[src/rtl/oam_sprite_evaluator_pkg.sv]
// Shared types and constants for the sprite OAM evaluator, the OAM storage
// and the line-buffer interface.
package madnes_oam_pkg;

  localparam int OAM_ENTRIES = 64;
  localparam int OAM_ADDR_W  = 6;
  localparam int ATTR_VFLIP  = 7;

  typedef struct packed {
    logic [7:0] x;
    logic [7:0] attr;
    logic [7:0] tile;
    logic [7:0] y;
  } oam_entry_t;

  typedef enum logic [0:0] {
    ST_IDLE = 1'b0,
    ST_SCAN = 1'b1
  } eval_state_t;

endpackage

[src/rtl/oam_sprite_evaluator_if.sv]
// OAM read port plus line sprite buffer write port between the evaluator
// (master) and the memories it talks to (slave).
interface oam_sprite_evaluator_if;
  import madnes_oam_pkg::*;

  // oam_read_data answers oam_read_addr in the same cycle. sprite_we is a
  // one-cycle write strobe qualifying slot/entry/row; there is no back-pressure.
  logic [OAM_ADDR_W-1:0] oam_read_addr;
  logic [31:0]           oam_read_data;
  logic                  sprite_we;
  logic [2:0]            sprite_slot;
  logic [31:0]           sprite_entry;
  logic [3:0]            sprite_row;

  modport master (
    output oam_read_addr,
    input  oam_read_data,
    output sprite_we,
    output sprite_slot,
    output sprite_entry,
    output sprite_row
  );

  modport slave (
    input  oam_read_addr,
    output oam_read_data,
    input  sprite_we,
    input  sprite_slot,
    input  sprite_entry,
    input  sprite_row
  );

endinterface

[src/rtl/oam_sprite_evaluator_range_check.sv]
// Combinational vertical hit test of one OAM entry against a scanline,
// producing the row inside the sprite after optional vertical flip.
module sprite_range_check #(
  parameter int SPRITE_HEIGHT = 8
) (
  input  logic [7:0] scanline,
  input  logic [7:0] y,
  input  logic       vflip,
  output logic       hit,
  output logic [3:0] row
);

  logic [8:0] diff;
  logic [3:0] row_raw;

  // The 9th bit catches y above the scanline, so sprites never wrap past 255.
  always_comb begin
    diff    = {1'b0, scanline} - {1'b0, y};
    hit     = (diff[8] == 1'b0) && (diff < 9'(SPRITE_HEIGHT));
    row_raw = diff[3:0];
    row     = vflip ? (4'(SPRITE_HEIGHT - 1) - row_raw) : row_raw;
  end

endmodule

[src/rtl/oam_sprite_evaluator.sv]
// Per-scanline sprite evaluator: scans all OAM entries in fixed 64 cycles and
// writes up to MAX_SPRITES hits into the line sprite buffer.
module oam_sprite_evaluator
  import madnes_oam_pkg::*;
#(
  parameter int NUM_ENTRIES   = 64,
  parameter int MAX_SPRITES   = 8,
  parameter int SPRITE_HEIGHT = 8
) (
  input  logic                   clk,
  input  logic                   reset_n,
  input  logic                   start,
  input  logic [7:0]             scanline,
  oam_sprite_evaluator_if.master oam_bus,
  output logic [3:0]             sprite_count,
  output logic                   overflow,
  output logic                   busy,
  output logic                   done,
  output eval_state_t            dbg_state
);

  localparam logic [OAM_ADDR_W-1:0] LAST_ADDR = OAM_ADDR_W'(NUM_ENTRIES - 1);
  localparam logic [3:0]            MAX_CNT   = 4'(MAX_SPRITES);

  eval_state_t           state_q, state_d;
  logic [7:0]            scanline_q, scanline_d;
  logic [OAM_ADDR_W-1:0] addr_q, addr_d;
  logic [3:0]            count_q, count_d;
  logic                  overflow_q, overflow_d;
  logic                  we_q, we_d;
  logic [2:0]            slot_q, slot_d;
  logic [31:0]           entry_q, entry_d;
  logic [3:0]            row_q, row_d;
  logic                  done_q, done_d;

  oam_entry_t ent;
  logic       hit;
  logic [3:0] hit_row;

  assign ent = oam_entry_t'(oam_bus.oam_read_data);

  sprite_range_check #(
    .SPRITE_HEIGHT(SPRITE_HEIGHT)
  ) u_range_check (
    .scanline (scanline_q),
    .y        (ent.y),
    .vflip    (ent.attr[ATTR_VFLIP]),
    .hit      (hit),
    .row      (hit_row)
  );

  always_ff @(posedge clk or negedge reset_n) begin
    if (!reset_n) begin
      state_q    <= ST_IDLE;
      scanline_q <= '0;
      addr_q     <= '0;
      count_q    <= '0;
      overflow_q <= 1'b0;
      we_q       <= 1'b0;
      slot_q     <= '0;
      entry_q    <= '0;
      row_q      <= '0;
      done_q     <= 1'b0;
    end else begin
      state_q    <= state_d;
      scanline_q <= scanline_d;
      addr_q     <= addr_d;
      count_q    <= count_d;
      overflow_q <= overflow_d;
      we_q       <= we_d;
      slot_q     <= slot_d;
      entry_q    <= entry_d;
      row_q      <= row_d;
      done_q     <= done_d;
    end
  end

  always_comb begin
    state_d    = state_q;
    scanline_d = scanline_q;
    addr_d     = addr_q;
    count_d    = count_q;
    overflow_d = overflow_q;
    we_d       = 1'b0;
    slot_d     = slot_q;
    entry_d    = entry_q;
    row_d      = row_q;
    done_d     = 1'b0;
    case (state_q)
      ST_IDLE: begin
        if (start) begin
          state_d    = ST_SCAN;
          scanline_d = scanline;
          addr_d     = '0;
          count_d    = '0;
          overflow_d = 1'b0;
        end
      end
      ST_SCAN: begin
        if (hit) begin
          if (count_q < MAX_CNT) begin
            we_d    = 1'b1;
            slot_d  = count_q[2:0];
            entry_d = ent;
            row_d   = hit_row;
            count_d = count_q + 4'd1;
          end else begin
            overflow_d = 1'b1;
          end
        end
        // No early exit: every line costs exactly NUM_ENTRIES cycles.
        addr_d = addr_q + 1'b1;
        if (addr_q == LAST_ADDR) begin
          state_d = ST_IDLE;
          done_d  = 1'b1;
        end
      end
      default: state_d = ST_IDLE;
    endcase
  end

  assign oam_bus.oam_read_addr = addr_q;
  assign oam_bus.sprite_we     = we_q;
  assign oam_bus.sprite_slot   = slot_q;
  assign oam_bus.sprite_entry  = entry_q;
  assign oam_bus.sprite_row    = row_q;
  assign sprite_count          = count_q;
  assign overflow              = overflow_q;
  assign busy                  = (state_q == ST_SCAN);
  assign done                  = done_q;
  assign dbg_state             = state_q;

endmodule

[src/flat_wrapper.sv]
// flat-port wrapper written by rule: the top's interface ports become plain ports
module oam_sprite_evaluator_flat import madnes_oam_pkg::*;
#(
  parameter int NUM_ENTRIES   = 64,
  parameter int MAX_SPRITES   = 8,
  parameter int SPRITE_HEIGHT = 8
)
  (clk, reset_n, start, scanline, sprite_count, overflow, busy, done, dbg_state, oam_bus_oam_read_addr, oam_bus_oam_read_data, oam_bus_sprite_we, oam_bus_sprite_slot, oam_bus_sprite_entry, oam_bus_sprite_row);
  oam_sprite_evaluator_if oam_bus_i ();
  input  logic clk;
  input  logic reset_n;
  input  logic start;
  input  logic [7:0] scanline;
  output logic [3:0] sprite_count;
  output logic overflow;
  output logic busy;
  output logic done;
  output eval_state_t dbg_state;
  output wire logic [$bits(oam_bus_i.oam_read_addr)-1:0] oam_bus_oam_read_addr;
  input wire logic [$bits(oam_bus_i.oam_read_data)-1:0] oam_bus_oam_read_data;
  output wire logic [$bits(oam_bus_i.sprite_we)-1:0] oam_bus_sprite_we;
  output wire logic [$bits(oam_bus_i.sprite_slot)-1:0] oam_bus_sprite_slot;
  output wire logic [$bits(oam_bus_i.sprite_entry)-1:0] oam_bus_sprite_entry;
  output wire logic [$bits(oam_bus_i.sprite_row)-1:0] oam_bus_sprite_row;
  assign oam_bus_oam_read_addr = oam_bus_i.oam_read_addr;
  assign oam_bus_i.oam_read_data = oam_bus_oam_read_data;
  assign oam_bus_sprite_we = oam_bus_i.sprite_we;
  assign oam_bus_sprite_slot = oam_bus_i.sprite_slot;
  assign oam_bus_sprite_entry = oam_bus_i.sprite_entry;
  assign oam_bus_sprite_row = oam_bus_i.sprite_row;
  oam_sprite_evaluator #(.NUM_ENTRIES(NUM_ENTRIES), .MAX_SPRITES(MAX_SPRITES), .SPRITE_HEIGHT(SPRITE_HEIGHT)) u_core (.clk(clk), .reset_n(reset_n), .start(start), .scanline(scanline), .oam_bus(oam_bus_i), .sprite_count(sprite_count), .overflow(overflow), .busy(busy), .done(done), .dbg_state(dbg_state));
endmodule
[config.mk]
export PLATFORM = sky130hd
export DESIGN_NAME = oam_sprite_evaluator_flat
export DESIGN_NICKNAME = d
export VERILOG_FILES = /design/src/rtl/oam_sprite_evaluator_pkg.sv /design/src/rtl/oam_sprite_evaluator_if.sv /design/src/rtl/oam_sprite_evaluator_range_check.sv /design/src/rtl/oam_sprite_evaluator.sv /design/src/flat_wrapper.sv
export SDC_FILE = /design/constraint.sdc
export NUM_CORES = 1
export LEC_CHECK = 0
export CAP_MARGIN = 15
export CORE_ASPECT_RATIO = 1.2
export CORE_UTILIZATION = 46
export CTS_CLUSTER_DIAMETER = 150
export DETAILED_ROUTE_END_ITERATION = 16
export GPL_TIMING_DRIVEN = 1
export PLACE_DENSITY = 0.89
export SLEW_MARGIN = 0
export SYNTH_ARGS = -nofsm -noshare
export SYNTH_HDL_FRONTEND = slang
export SYNTH_SLANG_ARGS = --single-unit
[constraint.sdc]
create_clock -name clk -period 2.8 [get_ports clk]
set_clock_uncertainty 0.05 [all_clocks]
set_input_delay 0.42 -clock clk [delete_from_list [all_inputs] [get_ports clk]]
set_output_delay 0.42 -clock clk [all_outputs]
set_load 0.05 [all_outputs]
Yosys cells after proc, flatten, opt, wreduce, memory -nomap -nowiden:

Cells that the tools add are included.
W data, S select, Z words.

* bitwise logic cells: 2
* mux-type cells: 19
* add/sub/neg operators: 4
* $lt $le $gt $ge: 2
* reductions and logical operators: 5
* equal/unequal tests: 5

Operators with widths (number)
* $mux W4: 4
* $pmux W6 S2: 1
* $mux W1: 10
* $lt A9 B4 Y1 const B: 1
* $reduce_and A3 Y1: 3
* $sub A8 B8 Y9: 1
* $ne A2 B2 Y1 const B: 4
* $pmux W4 S2: 1
* $add A6 B1 Y6 const B: 1
* $eq A6 B6 Y1 const B: 1
* $mux W6: 1
* $add A4 B1 Y4 const B: 1
* $lt A4 B4 Y1 const B: 1
* $pmux W1 S2: 2
* $sub A3 B4 Y4 const A: 1
* $not A1 Y1: 2
* $reduce_and A2 Y1: 1
* $logic_and A1 B1 Y1: 1

* output and inout bits: 54
* input bits: 43
* flip-flop bits (word level): 61
* logic and storage cells: 47

Logic depth before layout (Yosys ltp):

* depth in word-level cells: 5
* mapped depth: 10
* depth with buffers taken out: 9

Cells and area by module:

A second synthesis with hierarchy kept.

* cells, all modules: 290
* area, all modules: 2790.2 um2

Modules (own cells, without submodules)
* oam_sprite_evaluator: cells each 235, sequential area each 1526.5 um2, area each 2394.8 um2, instances 1
* sprite_range_check: cells each 55, sequential area each 0.0 um2, area each 395.4 um2, instances 1

Worst setup path after synthesis:

OpenSTA, ideal clock, no wires.

* path type: input to register
* start point: input port oam_bus_oam_read_data[0]
* end point: register u_core.entry_q[0] (netlist: u_core.oam_bus.sprite_entry[0])
* path slack: 0.249 ns
* buffers on the path: 1
* library setup time: 0.125 ns
* data required time: 2.625 ns
* arrival time: 2.376 ns
* cell stages on the path: 9
* cell sequence: ha_1 > fa_1 > nor2b_1 > nor3_1 > o32ai_1 > o2111ai_2 > nor3_4 > buf_6 > mux2_4

* longest elaborated chain between the ends: 4
* elaborated cells between the ends (all ways): 5
* those cells by class: 1 x add/sub; 1 x order compare; 1 x bitwise; 2 x reduce/logical

Ends and longest elaborated chain
* from (decl): line flat_wrapper.sv:20 `input wire logic [$bits(oam_bus_i.oam_read_data)-1:0] oam_bus_oam_read_data;`
* $sub A8 B8 Y9: line oam_sprite_evaluator_range_check.sv:18 `diff = {1'b0, scanline} - {1'b0, y};`
* $lt A9 B4 Y1 / $not A1 Y1 (equally long branches): line oam_sprite_evaluator_range_check.sv:19 `hit = (diff[8] == 1'b0) && (diff < 9'(SPRITE_HEIGHT));`
* $logic_and A1 B1 Y1: line oam_sprite_evaluator_range_check.sv:19
* $reduce_and A3 Y1 (no source line)
* to (signal assigned): line oam_sprite_evaluator.sv:72 `entry_q <= entry_d;`
* to (decl): line oam_sprite_evaluator.sv:32 `logic [31:0] entry_q, entry_d;`

Parallel ways exist; a longest one is shown, timed or not.
A chain may end at the register's enable or synchronous reset.

Worst setup path in the final report:

* start point: input port oam_bus_oam_read_data[0]
* end point: register u_core.entry_q[25] (netlist: u_core.oam_bus.sprite_entry[25])

* longest elaborated chain between the ends: 4
* elaborated cells between the ends (all ways): 5
* those cells by class: 1 x add/sub; 1 x order compare; 1 x bitwise; 2 x reduce/logical

Ends and longest elaborated chain (line)
* $sub A8 B8 Y9 (*): oam_sprite_evaluator_range_check.sv:18
* $lt A9 B4 Y1 / $not A1 Y1 (equally long branches): oam_sprite_evaluator_range_check.sv:19
* $logic_and A1 B1 Y1 (*): oam_sprite_evaluator_range_check.sv:19
* $reduce_and A3 Y1 (no source line) (*)

Mark *: on every way between the ends. The rest lies on a longest branch, timed or not.

==> qor.txt <==
Placed Instances - 417
Gpl congestion - 0.8124
Worst-Skew Late Latency - 0.33 ns
Detail Route Antenna Nets - 0
Port bufs - 96
Worst Path Arrival - 2.95 ns
Setup violators final - 0
Largest delay contributor family on the critical path - buffers and inverters
Max_slew headroom - 52.31%
Max-cap violations - 0
Vias in the first global route - 2185
Half-perimeter wire length after placement - 4728 um
Primary FF master, synth - dfrtp_1
Die width - 75.08 um
Synth top area cells - dfrtp_1 (52%), mux2_4 (19%), ha_1 (4.7%)
Share of cells above drive strength 1 - 24.79%
Post-DR vias/cell - 5.078
Core box area - 6128 um2
Routed len/inst - 15.20 um
P&R area growth vs syn - 48.64%
Clock buffer count from CTS - 9
Critical R2R Capture - u_core.oam_bus.sprite_entry[25]$_DFFE_PN0P_
GRT overflow - 0
Most frequent cells in the layout - clkdlybuf4s50_1 (95), dfrtp_1 (61), mux2_4 (38)
Ports - 97
Slowest CP cell - clkdlybuf4s50_1
Die Height - 89.69 um
Die area - 6733 um2
Crit path largest cell delay - 0.44 ns
Initial antenna violation count - 0
CTS tree - built
HP Class - input pin to asynchronous set/reset pin
Fraction of registers with async set or reset after synthesis - 100.0%
Most common cell after layout, fill and taps aside - clkdlybuf4s50_1
Htree depth - 3
Register area share after synthesis - 51.78%
Fin. Hold Viols - 0
Maximum vdd ir drop - 0.0007771 V
First-pass GRT wire length - 10250 um
Rows - 31
Post-Syn Area - 2948 um2
Status - finished, final reports clean
Root buffer cell - clkbuf_8
Clk sinks - 61
Reg2reg path depth - 11
Worst path bufs/invs - 3
Pin count of the biggest net entering global routing - 33
EDFF count, synth - 0
Slew Limit Fails - 0
R2r setup slk - 0.20 ns
1st-iter DRT viols - 118
Initial Util - 48.10%
Critical path type - input pin to flop
Max Fclk - 0.3587 GHz
CP endpoint kind - flop
DRC Markers - 0
Syn nets - 288
Routed WL - 6644 um
Final std cells w/o fill - 437
Reg clk slew, reported paths - 0.06 ns
CP Launch Type - input pin
Min Tclk post-route - 2.788 ns
Critical Path RT - 2.96 ns
YS warnings - 0
CP Cell Sequence - clkdlybuf4s50_1, ha_2, fa_1, nor2b_2, nor3_1, o32ai_2, o2111ai_2, nor3_4, buf_4, clkbuf_16, mux2_4
Utilization after layout - 71.50%
Synth area leader - dfrtp_1
NumNets Final - 405
Syn Inst Count - 233
RR Startpoint - u_core.scanline_q[0]$_DFFE_PN0P_
ANT cells - 0
Worst Tran Pin Value - 0.7153 ns
Avg Synthesized Cell Area - 12.65 um2
Flip-flop and latch count after synthesis - 61
GR Util All Layers - 20.78%
Hold Worst Slack - 0.09048 ns
Largest fanout on the critical path - 14
Drt pass-1 iters - 4
Clock tree buffer depth - 2
Via Count - 2219
Final worst-path cycle share - 99.55%
Netlist cell types - 38
Setup TNS - 0 ns
Share of the synthesized area in the top cell type - 51.78%
Lkg Pwr - 1.972 nW
Power Density - 1199 nW/um2
per-layer routing:
metal,share of wire [%],GRT usage [%]
met4,2.2,10.98
met2,52,33.33
met1,41,26.21
met3,4.7,4.576
met5,0,0
sequential cells by signal, summed over array words and instances (netlist names):
signal / count
u_core.sprite_count: 4
u_core.busy: 1
u_core.overflow: 1
u_core.done: 1
u_core.oam_bus.oam_read_addr: 6
u_core.oam_bus.sprite_row: 4
u_core.oam_bus.sprite_slot: 3
u_core.scanline_q: 8
u_core.oam_bus.sprite_entry: 32
u_core.oam_bus.sprite_we: 1
cells in the mapped netlist (all sizes together), types with 2 or more instances:
library cell  instances
xor2                  2
buf                   5
nor2                  8
xnor2                 4
o21ai                10
ha                   11
o31ai                 3
a21boi                2
o211ai                3
nor3                  2
or4                   2
nand3                 6
o221ai                2
inv                  13
a31o                  2
dfrtp                61
nand2b                2
nand4                 3
nand2                33
a21oi                 6
mux2                 38
nor2b                 2
clkbuf                2
timing repair:
action,CTS,global route
hold buffers,0,0
resized for setup,0,12
setup buffers,0,3
setup endpoints to repair,0,40
stage by stage:
| stage | total power, mW | cell area (um2) | worst slack (ns) |
|---|---|---|---|
| CTS | 5.208 | 4282 | 0.003622 |
| floorplan | 3.387 | 2948 | 0.2493 |
| global route | 5.539 | 4382 | -0.06615 |
| finish | 5.252 | 4382 | 0.01250 |
| detailed placement | 4.313 | 4056 | -0.3489 |
| global placement | 4.234 | 4056 | -0.2455 |
layout make-up:
cell class	instances	area [um2]
Multi-Input combinational cell	152	1358
Inverter	13	48.80
Fill cell	444	1747
Sequential cell	61	1526
Timing Repair Buffer	113	1121
Tap cell	82	102.6
Clock inverter	4	70.07
Clock buffer	12	155.1
worst max path at each step:
stage,start,endpoint,depth (start not counted)
after CTS,oam_bus_oam_read_data[0],u_core.oam_bus.sprite_entry[2]$_DFFE_PN0P_,10
after floorplan,oam_bus_oam_read_data[0],u_core.oam_bus.sprite_entry[0]$_DFFE_PN0P_,9
final,oam_bus_oam_read_data[0],u_core.oam_bus.sprite_entry[25]$_DFFE_PN0P_,11
after global placement,oam_bus_oam_read_data[0],u_core.oam_bus.sprite_entry[6]$_DFFE_PN0P_,10
after global routing,oam_bus_oam_read_data[0],u_core.oam_bus.sprite_entry[12]$_DFFE_PN0P_,11
after detailed placement,oam_bus_oam_read_data[0],u_core.oam_bus.sprite_entry[4]$_DFFE_PN0P_,10
report_power, final:
| group | internal (mW) | leakage (nW) | switching (mW) | total (mW) |
|---|---|---|---|---|
| logic | 1.23 | 1.07 | 1.66 | 2.89 |
| registers | 1.23 | 0.787 | 0.262 | 1.49 |
| clock network | 0.547 | 0.116 | 0.325 | 0.872 |
| total | 3.00 | 1.97 | 2.25 | 5.25 |
kinds of logic (layout without fill, tap and decap cells):
family | Yosys count | in the layout | synth area share, %
muxes | 38 | 38 | 19.35
xor gates and xnor gates | 6 | 6 | 1.783
AOI/OAI and AO/OA | 34 | 34 | 8.022
DFF | 61 | 61 | 51.78
buffers and inverters | 20 | 142 | 3.693
and+or+nand+nor | 62 | 62 | 10.02
adders and majority gates | 12 | 12 | 5.348
Note: power is estimated with default switching activity, not from simulation.
